[config.mk]
export PLATFORM = sky130hd
export DESIGN_NAME = cacheline_arbiter
export DESIGN_NICKNAME = d
export VERILOG_FILES = /design/src/rtl/cacheline_arbiter.sv
export SDC_FILE = /design/constraint.sdc
export NUM_CORES = 1
export LEC_CHECK = 0
export CORE_AREA = 2 2 635 637
export CTS_BUF_LIST = sky130_fd_sc_hd__clkbuf_16
export DETAILED_ROUTE_END_ITERATION = 7
export DIE_AREA = 0 0 637 639
export PLACE_DENSITY_LB_ADDON = 0.1
export RECOVER_POWER = 50
export SLEW_MARGIN = 0
export SYNTH_ARGS = -nofsm -noshare
export SYNTH_HDL_FRONTEND = slang
export SYNTH_SLANG_ARGS = --single-unit
[constraint.sdc]
create_clock -name clk -period 5.35 [get_ports clk]
set_clock_uncertainty 0.1 [all_clocks]
set_input_delay 0.8025 -clock clk [delete_from_list [all_inputs] [get_ports clk]]
set_output_delay 0.8025 -clock clk [all_outputs]
set_load 0.02 [all_outputs]
[src/rtl/cacheline_arbiter.sv]
// Round-robin arbiter sharing one cacheline memory port between I-cache and D-cache.
// The granted request is latched and held on the memory port until mem_resp.
module cacheline_arbiter #(
    parameter int unsigned ADDR_W = 32,
    parameter int unsigned LINE_W = 256,
    parameter int unsigned OFFS_W = 5
) (
    input  logic              clk,
    input  logic              rst,
    input  logic              i_read,
    input  logic              i_write,
    input  logic [ADDR_W-1:0] i_addr,
    input  logic [LINE_W-1:0] i_wdata,
    output logic [LINE_W-1:0] i_rdata,
    output logic              i_resp,
    input  logic              d_read,
    input  logic              d_write,
    input  logic [ADDR_W-1:0] d_addr,
    input  logic [LINE_W-1:0] d_wdata,
    output logic [LINE_W-1:0] d_rdata,
    output logic              d_resp,
    output logic              mem_read,
    output logic              mem_write,
    output logic [ADDR_W-1:0] mem_addr,
    output logic [LINE_W-1:0] mem_wdata,
    input  logic [LINE_W-1:0] mem_rdata,
    input  logic              mem_resp
);

    localparam logic [1:0] ST_IDLE = 2'd0;
    localparam logic [1:0] ST_BUSY = 2'd1;
    localparam logic [1:0] ST_RESP = 2'd2;

    localparam logic SIDE_I = 1'b0;
    localparam logic SIDE_D = 1'b1;

    localparam logic [ADDR_W-1:0] LINE_MASK = {{(ADDR_W-OFFS_W){1'b1}}, {OFFS_W{1'b0}}};

    logic [1:0]        state_q, state_d;
    logic              own_q, own_d;
    logic              last_q, last_d;
    logic              mem_read_q, mem_read_d;
    logic              mem_write_q, mem_write_d;
    logic [ADDR_W-1:0] mem_addr_q, mem_addr_d;
    logic [LINE_W-1:0] mem_wdata_q, mem_wdata_d;
    logic [LINE_W-1:0] i_rdata_q, i_rdata_d;
    logic [LINE_W-1:0] d_rdata_q, d_rdata_d;
    logic              i_resp_q, i_resp_d;
    logic              d_resp_q, d_resp_d;

    logic              i_pend_c, d_pend_c, gnt_c;
    logic              sel_rd_c, sel_wr_c;
    logic [ADDR_W-1:0] sel_addr_c;
    logic [LINE_W-1:0] sel_wdata_c;

    // State and output registers
    always_ff @(posedge clk or negedge rst) begin
        if (!rst) begin
            state_q     <= ST_IDLE;
            own_q       <= SIDE_I;
            last_q      <= SIDE_D;
            mem_read_q  <= 1'b0;
            mem_write_q <= 1'b0;
            mem_addr_q  <= '0;
            mem_wdata_q <= '0;
            i_rdata_q   <= '0;
            d_rdata_q   <= '0;
            i_resp_q    <= 1'b0;
            d_resp_q    <= 1'b0;
        end else begin
            state_q     <= state_d;
            own_q       <= own_d;
            last_q      <= last_d;
            mem_read_q  <= mem_read_d;
            mem_write_q <= mem_write_d;
            mem_addr_q  <= mem_addr_d;
            mem_wdata_q <= mem_wdata_d;
            i_rdata_q   <= i_rdata_d;
            d_rdata_q   <= d_rdata_d;
            i_resp_q    <= i_resp_d;
            d_resp_q    <= d_resp_d;
        end
    end

    // Arbitration, next-state and next-output logic
    always_comb begin
        i_pend_c    = i_read | i_write;
        d_pend_c    = d_read | d_write;
        gnt_c       = (i_pend_c && d_pend_c) ? ~last_q : d_pend_c;
        sel_wr_c    = gnt_c ? d_write : i_write;
        sel_rd_c    = (gnt_c ? d_read : i_read) & ~sel_wr_c;
        sel_addr_c  = gnt_c ? d_addr : i_addr;
        sel_wdata_c = gnt_c ? d_wdata : i_wdata;

        state_d     = state_q;
        own_d       = own_q;
        last_d      = last_q;
        mem_read_d  = mem_read_q;
        mem_write_d = mem_write_q;
        mem_addr_d  = mem_addr_q;
        mem_wdata_d = mem_wdata_q;
        i_rdata_d   = i_rdata_q;
        d_rdata_d   = d_rdata_q;
        i_resp_d    = 1'b0;
        d_resp_d    = 1'b0;

        case (state_q)
            ST_IDLE: begin
                if (i_pend_c || d_pend_c) begin
                    mem_read_d  = sel_rd_c;
                    mem_write_d = sel_wr_c;
                    mem_addr_d  = sel_addr_c & LINE_MASK;
                    mem_wdata_d = sel_wdata_c;
                    own_d       = gnt_c;
                    last_d      = gnt_c;
                    state_d     = ST_BUSY;
                end
            end
            ST_BUSY: begin
                if (mem_resp) begin
                    mem_read_d  = 1'b0;
                    mem_write_d = 1'b0;
                    // Write completions leave the owner's read data untouched
                    if (mem_read_q) begin
                        if (own_q == SIDE_D) begin
                            d_rdata_d = mem_rdata;
                        end else begin
                            i_rdata_d = mem_rdata;
                        end
                    end
                    i_resp_d = (own_q == SIDE_I);
                    d_resp_d = (own_q == SIDE_D);
                    state_d  = ST_RESP;
                end
            end
            ST_RESP: begin
                state_d = ST_IDLE;
            end
            default: begin
                state_d = ST_IDLE;
            end
        endcase
    end

    assign mem_read  = mem_read_q;
    assign mem_write = mem_write_q;
    assign mem_addr  = mem_addr_q;
    assign mem_wdata = mem_wdata_q;
    assign i_rdata   = i_rdata_q;
    assign d_rdata   = d_rdata_q;
    assign i_resp    = i_resp_q;
    assign d_resp    = d_resp_q;

endmodule
Word level (Yosys, flattened, before mapping)
Cells that the tools add are included.
{"block": "word_totals", "register_bits": 803, "in_bits": 839}
{"block": "op_classes", "eq_ne": 3, "muxes": 17, "bitwise_logic": 6, "reduce_logical": 9}
{"operator": "$mux W256", "n": 1}
{"operator": "$mux W32", "n": 1}
{"operator": "$mux W1", "n": 10}
{"operator": "$reduce_and A4 Y1", "n": 2}
{"operator": "$mux W2", "n": 2}
{"operator": "$ne A2 B2 Y1 const B", "n": 2}
{"operator": "$pmux W1 S2", "n": 2}
{"operator": "$pmux W2 S2", "n": 1}
{"operator": "$reduce_and A2 Y1", "n": 2}
{"operator": "$not A1 Y1", "n": 3}
{"operator": "$reduce_and A3 Y1", "n": 1}
{"operator": "$eq A2 B1 Y1 const B", "n": 1}
{"operator": "$logic_not A2 Y1", "n": 1}
{"operator": "$or A1 B1 Y1", "n": 2}
{"operator": "$reduce_bool A2 Y1", "n": 1}
{"operator": "$and A1 B1 Y1", "n": 1}
{"operator": "$logic_and A1 B1 Y1", "n": 1}
{"operator": "$logic_or A1 B1 Y1", "n": 1}

Logic depth before layout (Yosys ltp)
Gate-level depths: netlist of run 1.
{"block": "logic_depth", "word_depth": 8, "depth_mapped": 6, "depth_no_buf": 4}

Least setup slack after synthesis of run 1
No wires, ideal clock.
{"block": "synth_timing", "kind": "in2reg", "start": "input port i_write", "end": "register mem_addr_q[10] (netlist: mem_addr[10])", "arrival_time_ns": 1.906, "slack_ns": 3.203, "stages": 6, "n_path_buf": 3, "path_cell_list": "or4_1 buf_2 buf_6 buf_6 a21oi_1 a31oi_1"}
{"block": "synth_between", "elab_chain_cells": 4, "elab_cells_between_ends": 6, "classes_between": "2 x mux; 1 x bitwise; 3 x reduce/logical"}
{"item": "from (decl)", "line_no": "11", "text": "input logic i_write,"}
{"item": "$or A1 B1 Y1 (*)", "line_no": "87", "text": "i_pend_c = i_read | i_write;"}
{"item": "$logic_and A1 B1 Y1", "line_no": "89", "text": "gnt_c = (i_pend_c && d_pend_c) ? ~last_q : d_pend_c;"}
{"item": "$mux W1", "line_no": "89"}
{"item": "$mux W32", "line_no": "92", "text": "sel_addr_c = gnt_c ? d_addr : i_addr;"}
{"item": "to (signal assigned)", "line_no": "76", "text": "mem_addr_q <= mem_addr_d;"}
{"item": "to (decl)", "line_no": "44", "text": "logic [ADDR_W-1:0] mem_addr_q, mem_addr_d;"}
Mark *: on every way between the ends. The rest lies on a longest branch, timed or not.
A chain may end at the register's enable or synchronous reset.

Worst setup path after layout of run 1
{"block": "layout_timing", "start": "input port i_write", "end": "register mem_wdata_q[94] (netlist: mem_wdata[94])"}
{"block": "layout_between", "elab_chain_cells": 4, "elab_cells_between_ends": 6, "classes_between": "2 x mux; 1 x bitwise; 3 x reduce/logical"}
{"item": "$or A1 B1 Y1 (*)", "line_no": "87"}
{"item": "$logic_and A1 B1 Y1", "line_no": "89"}
{"item": "$mux W1", "line_no": "89"}
{"item": "$mux W256", "line_no": "93", "text": "sel_wdata_c = gnt_c ? d_wdata : i_wdata;"}
{"item": "to (signal assigned)", "line_no": "77", "text": "mem_wdata_q <= mem_wdata_d;"}
{"item": "to (decl)", "line_no": "45", "text": "logic [LINE_W-1:0] mem_wdata_q, mem_wdata_d;"}
Marks and branches as above.

==> impl_metrics.yaml, run 1 <==
timing:
  setup_violations: 0
  slew_headroom: -0.804
  fin_crit_sh: 0.788
  fmaxAchievable_ghz: 0.237
  rsz0062_at_grt: "false"
  period_minus_slack_ps: 4220
  slew_viol_final: 110
  fin_setup_tns_ps: 0
  holdWs_ps: 402
  hold_violations: 0
  tightest_slew_ps: 2710
setup_path:
  cp.required_ps: 6010
  worstSetupPathType: "in -> reg"
  path_buf_inv: 3
  critical_path.slowest_cell: "clkbuf_2"
  critical_path_arrival_ps: 4880
  crit_path_cell_trace: "dlygate4sd3_1 > or4_1 > buf_12 > clkbuf_2 > a21oi_1 > a31oi_1"
  reg2regPathDepth: 5
  r2r_slack_ps: 1690
  crit_family: "buffers and inverters"
  worstPathMaxFanout: 60
  crit_path_start_kind: "input pin"
  end_kind: "flip-flop"
  startpoint: "i_write"
  rr_endpoint: "i_rdata[20]$_DFFE_PN0P_"
  max_stage_delay_ps: 1270
  r2r-start: "state_q[1]$_DFFE_PN0P_"
logic_synthesis:
  avgSynthCellArea_um2: 12.2
  ys_ff_latch: 803
  yosysWarnings: 0
  synth_ff_type: "dfrtp_1"
  yosysSeqAreaShare: 0.599
  yosysUniqueCellTypes: 29
  synth_edf_count: 0
  async_flop_share: 1.00
  netlist_area_mm2: 0.0335
  syn_inst: 2756
clocking:
  cts_tree: "done"
  root_buffer: "clkbuf_16"
  clk_latency_ps: 800
  clk_pin_slew_worst_paths_ps: 60
  clockBufferDepth: 4
  h-tree-depth: 3
  numCtsBuffers: 124
  cts_setup_buffers: 0
  ctsResizeCount: 0
  cts.sinks: 803
layout:
  area_growth_pct: 78.0
  nets: 5152
  layout-drive-gt1-share: 0.167
pwr:
  irDropWorstVdd_uv: 319
  powerDensity_mw_per_mm2: 642
  finalPower_mw: 38.3
  power.leakage_nw: 22.4
global_route:
  antenna_found_initial: 144
  grt_max_degree: 131
  met1_usage: 0.133
  gr-total-overflow: 0
  top_usage_layer: "met2"
  use_met2: 0.241
  grt_pass1_wl_um: 352000
  grtUsageMet3: 0.0527
  grt_usage: 0.129
  first_global_vias: 32700
route:
  wirelength_um: 273000
  ant_nets: 0
  vias: 31000
  drtPass1Iterations: 5
  via_per_inst: 3.19
  routedWlPerCell_um: 28.1
  drcViolationCount: 0
  initialDrtViolationCount: 1434
floorplan:
  start_util: 0.0836
  num_rows: 233
  io_pins: 1643
  fp.dieW_um: 637
  die-area_mm2: 0.407
  core_mm2: 0.401
  fp.dieH_um: 639
run_status:
  outcome: "finished with violations"
  violations: "max-capacitance violations, max-slew violations"
flow_run:
  cap_violations: 3
min_path:
  hold_start: "i_rdata[163]$_DFFE_PN0P_"
  min_delay_path_depth: 1
  holdPathEnd: "i_rdata[163]$_DFFE_PN0P_"
  hp-class: "reg -> reg"
place:
  dpl.hpwl_um: 213000
  gp_congestion: 0.822
  portBuffers: 1627
[registers in the layout, indices dropped and copies added, names as in the netlist]
name / flops
d_rdata: 256
i_rdata: 256
mem_wdata: 256
mem_addr: 27
state_q: 2
d_resp: 1
i_resp: 1
last_q: 1
mem_read: 1
mem_write: 1
own_q: 1
[synth_stat cells (all sizes together) (2+ instances only)]
cell / instances / area share
a21oi: 283 / 0.042
a22o: 2 / 0.00052
a31oi: 283 / 0.053
and2: 2 / 0.00037
buf: 119 / 0.025
clkbuf: 161 / 0.018
dfrtp: 802 / 0.60
mux2: 513 / 0.17
nand3: 284 / 0.042
nor2: 6 / 0.00067
o21ai: 286 / 0.043
or2: 2 / 0.00037
[metrics by stage]
step / area (um^2) / instances / setup slack, ps / util
global route: 59600 / 9703 / 941 / 0.149
global placement: 56000 / 9473 / 1540 / 0.140
detailed placement: 56000 / 9473 / 1550 / 0.140
floorplan: 33500 / 2760 / 3200 / -
CTS: 59700 / 9699 / 1810 / 0.149
finish: 59700 / 9722 / 1130 / 0.149
[repair_timing]
| item | in CTS | in global routing |
|---|---|---|
| endpoints found under the setup margin | 0 | 0 |
| hold buffers | 1 | 0 |
| endpoints found under the hold margin | 37 | 0 |
[where the power goes]
group	leakage [nW]	switching, mW	internal, mW	total [mW]
clock network	2.01	3.37	4.55	7.93
registers	9.62	2.20	9.04	11.2
logic	10.8	11.1	8.03	19.2
[placed cells by master, fill, tap and decap left out, types with 5 or more instances in the layout]
cell and n:
clkdlybuf4s50_1 1625, dfrtp_1 802, mux2_2 513, o21ai_0 285, nand3_1 283, a21oi_1 283
a31oi_1 283, clkbuf_16 127, inv_1 47, buf_4 37, clkinv_1 31, diode_2 23
buf_12 23, clkbuf_1 15, clkinv_2 12, bufinv_16 7, conb_1 5, clkbuf_2 5
[metal layers]
metal,up-vias,wire length [um],share of wire
met1,15900,96400,0.35
met2,1239,145000,0.53
met3,439,24900,0.091
li1,13400,-,-
met5,-,563,0.0021
met4,94,6610,0.024
[cell type report]
type,count,area (um^2)
timing repair buffer,1707,17100
clock inverter,98,587
tap,5287,6620
fill,44900,341000
inverter,1,3.75
sequential,803,20100
antenna,23,57.6
clock buffer,127,3180
multi-input combinational,1676,12000
[how the worst max path moves through the flow]
stage                                      endpoint  slack (ps)  cells past startpoint
after floorplan            mem_addr[10]$_DFFE_PN0P_        3200                      6
after global routing      mem_wdata[96]$_DFFE_PN0P_         940                      6
after global placement    mem_wdata[70]$_DFFE_PN0P_        1540                      5
final                     mem_wdata[94]$_DFFE_PN0P_        1130                      6
after CTS                             mem_wdata[76]        1810                      1
after detailed placement  mem_wdata[70]$_DFFE_PN0P_        1550                      5
[logic make-up (layout without fill, tap and decap cells)]
kind of cell,after synthesis,after routing,share of synthesized area
flops,803,803,0.599
compound gates,858,858,0.139
mux,513,513,0.172
simple gates,300,300,0.0455
other cells,1,28,0.000112
buf+inv,281,1933,0.0434
(Power assumes the default switching activity.)
==> run 2, diff against run 1 <==
--- a/config.mk
+++ b/config.mk
@@ -5,10 +5,10 @@
 export SDC_FILE = /design/constraint.sdc
 export NUM_CORES = 1
 export LEC_CHECK = 0
-export CORE_AREA = 2 2 635 637
+export CORE_AREA = 2 2 639 641
 export CTS_BUF_LIST = sky130_fd_sc_hd__clkbuf_16
 export DETAILED_ROUTE_END_ITERATION = 7
-export DIE_AREA = 0 0 637 639
+export DIE_AREA = 0 0 641 643
 export PLACE_DENSITY_LB_ADDON = 0.1
 export RECOVER_POWER = 50
 export SLEW_MARGIN = 0
==> constraint.sdc (replaced) <==
create_clock -name clk -period 4 [get_ports clk]
set_clock_uncertainty 0.1 [all_clocks]
set_input_delay 0.6 -clock clk [delete_from_list [all_inputs] [get_ports clk]]
set_output_delay 0.6 -clock clk [all_outputs]
set_load 0.02 [all_outputs]
==> run 2 against run 1 <==
Net effect:
- combinational power grew 36%
- total power up 34%
- critical path depth shrank 1
- register-to-register slack worse by 870 ps
- the flow still finishes with violations (max-capacitance violations, max-slew violations)
- utilization barely moved
- final cell count grew 1.9%
- critical path type unchanged
- wire length rose by 2.6%
- sequential share of layout area fell by 0.41 points
- sequential cell count unchanged
- count of clock-buffer cells in the layout shrank 4
- clock power is 27% higher
- cell area rose by 1.2%
==> impl_metrics.yaml, run 2 (same netlist as run 1, synthesis figures left out) <==
setup_path:
  crit_path_start_kind: "input pin"
  worstSetupPathType: "in -> reg"
  critical_path_arrival_ps: 3960
  max_stage_delay_ps: 1640
  worstPathMaxFanout: 32
  cp.required_ps: 4610
  critical_path.slowest_cell: "or4_1"
  path_buf_inv: 2
  crit_path_cell_trace: "dlygate4sd3_1 > or4_1 > clkbuf_1 > a21oi_1 > a31oi_1"
  crit_family: "simple AND/OR/NAND/NOR gates"
  end_kind: "flip-flop"
global_route:
  gr-total-overflow: 0
  first_global_vias: 33400
  antenna_found_initial: 165
  grt_pass1_wl_um: 361000
  grt_max_degree: 124
  grt_usage: 0.131
floorplan:
  num_rows: 234
  start_util: 0.0827
  core_mm2: 0.405
  io_pins: 1643
  fp.dieW_um: 641
  die-area_mm2: 0.412
  fp.dieH_um: 643
route:
  ant_nets: 0
  routedWlPerCell_um: 28.3
  drcViolationCount: 0
  initialDrtViolationCount: 1445
  via_per_inst: 3.16
  wirelength_um: 280000
  drtPass1Iterations: 4
  vias: 31300
run_status:
  violations: "max-capacitance violations, max-slew violations"
  outcome: "finished with violations"
layout:
  layout-drive-gt1-share: 0.177
  fin_util: 0.149
  final_common_cell: "clkdlybuf4s50_1"
  fill_cells: 45600
  final_cell_mix: "clkdlybuf4s50_1, dfrtp_1, mux2_2"
  area_growth_pct: 80.2
  nets: 5205
  stdcell_count: 9908
timing:
  tightest_slew_ps: 3070
  slew_viol_final: 70
  rsz0062_at_grt: "false"
  setup_violations: 0
  slew_headroom: -1.05
  hold_violations: 0
  fin_crit_sh: 0.838
  fin_setup_tns_ps: 0
  period_minus_slack_ps: 3350
  fmaxAchievable_ghz: 0.298
place:
  dp_cells: 9668
  portBuffers: 1627
  dpl.hpwl_um: 226000
  gp_congestion: 0.801
clocking:
  clk_pin_slew_worst_paths_ps: 60
  cts_setup_buffers: 0
  clockBufferDepth: 4
  cts_tree: "done"
  clk_latency_ps: 830
  numCtsBuffers: 123
  h-tree-depth: 3
  cts.sinks: 803
  root_buffer: "clkbuf_16"
pwr:
  irDropWorstVdd_uv: 376
  powerDensity_mw_per_mm2: 849
  power.leakage_nw: 22.7
min_path:
  hp-class: "in -> reg"
flow_run:
  cap_violations: 2
==> run 2: changes by cell type in the layout (fill, tap and decap cells not counted), moves of 3 or more <==
| cell | before | now |
|---|---|---|
| clkinv_1 | 31 | 34 |
| buf_4 | 37 | 62 |
| inv_1 | 47 | 39 |
| bufinv_16 | 7 | 2 |
| buf_12 | 23 | 53 |
| clkbuf_16 | 127 | 123 |
==> run 2: final cells by class <==
class	instances	area [um^2]	share of cell area
antenna	22	55.1	0.000911
timing repair buffer	1761	17900	0.296
multi-input combinational	1676	12000	0.199
clock buffer	123	3080	0.0509
tap	5428	6790	0.112
clock inverter	94	473	0.00783
inverter	1	3.75	0.0000621
sequential	803	20100	0.333
==> run 2: final timing paths <==
| kind | from | end | slack, ps | depth (start not counted) |
|---|---|---|---|---|
| max reg2reg | state_q[1]$_DFFE_PN0P_ | d_rdata[252]$_DFFE_PN0P_ | 820 | 6 |
| min in group asynchronous | rst | mem_wdata[114]$_DFFE_PN0P_ | 1220 | 2 |
| min reg2reg | i_rdata[233]$_DFFE_PN0P_ | i_rdata[233]$_DFFE_PN0P_ | 400 | 1 |
| max in group asynchronous | rst | i_rdata[73]$_DFFE_PN0P_ | 710 | 4 |
| min | d_wdata[97] | mem_wdata[97]$_DFFE_PN0P_ | 190 | 3 |
| max | i_write | mem_wdata[129]$_DFFE_PN0P_ | 650 | 5 |
==> run 2: worst register-to-register path: stages, from the launching register on <==
cell and delay [ps]:
dfrtp_1 420, nand3b_1 240, inv_1 140, nand3_4 340, clkbuf_1 990, buf_4 450, mux2_2 390
==> run 2: power by group <==
| part | leakage, nW | total [mW] | internal [mW] | switching, mW |
|---|---|---|---|---|
| Combinational | 11.2 | 26.2 | 11.0 | 15.2 |
| Sequential | 9.62 | 15.0 | 12.1 | 2.91 |
| Clock | 1.88 | 10.1 | 5.61 | 4.48 |
==> run 2: what timing repair did <==
item                      4_1_cts  5_1_grt
hold buffers                    1        0
resized for setup               0        0
hold endpoints to repair       31        0
==> run 2: per-layer routing <==
metal | share of wire | track usage | vias up
li1 | - | - | 13500
met1 | 0.36 | 0.135 | 16100
met2 | 0.53 | 0.245 | 1229
met3 | 0.092 | 0.0536 | 474
met4 | 0.024 | 0.0283 | 92
met5 | 0.0021 | 0 | -
==> run 2: through the flow <==
stage,hold slack [ps],setup WS (ps),total power [mW],cell area [um^2]
2_1_floorplan,204,2060,25.2,33500
3_3_place_gp,387,856,42.3,57000
3_5_place_dp,393,845,42.3,57000
4_1_cts,43.3,620,53.0,60500
5_1_grt,107,383,54.4,60400
6_report,190,649,51.3,60400
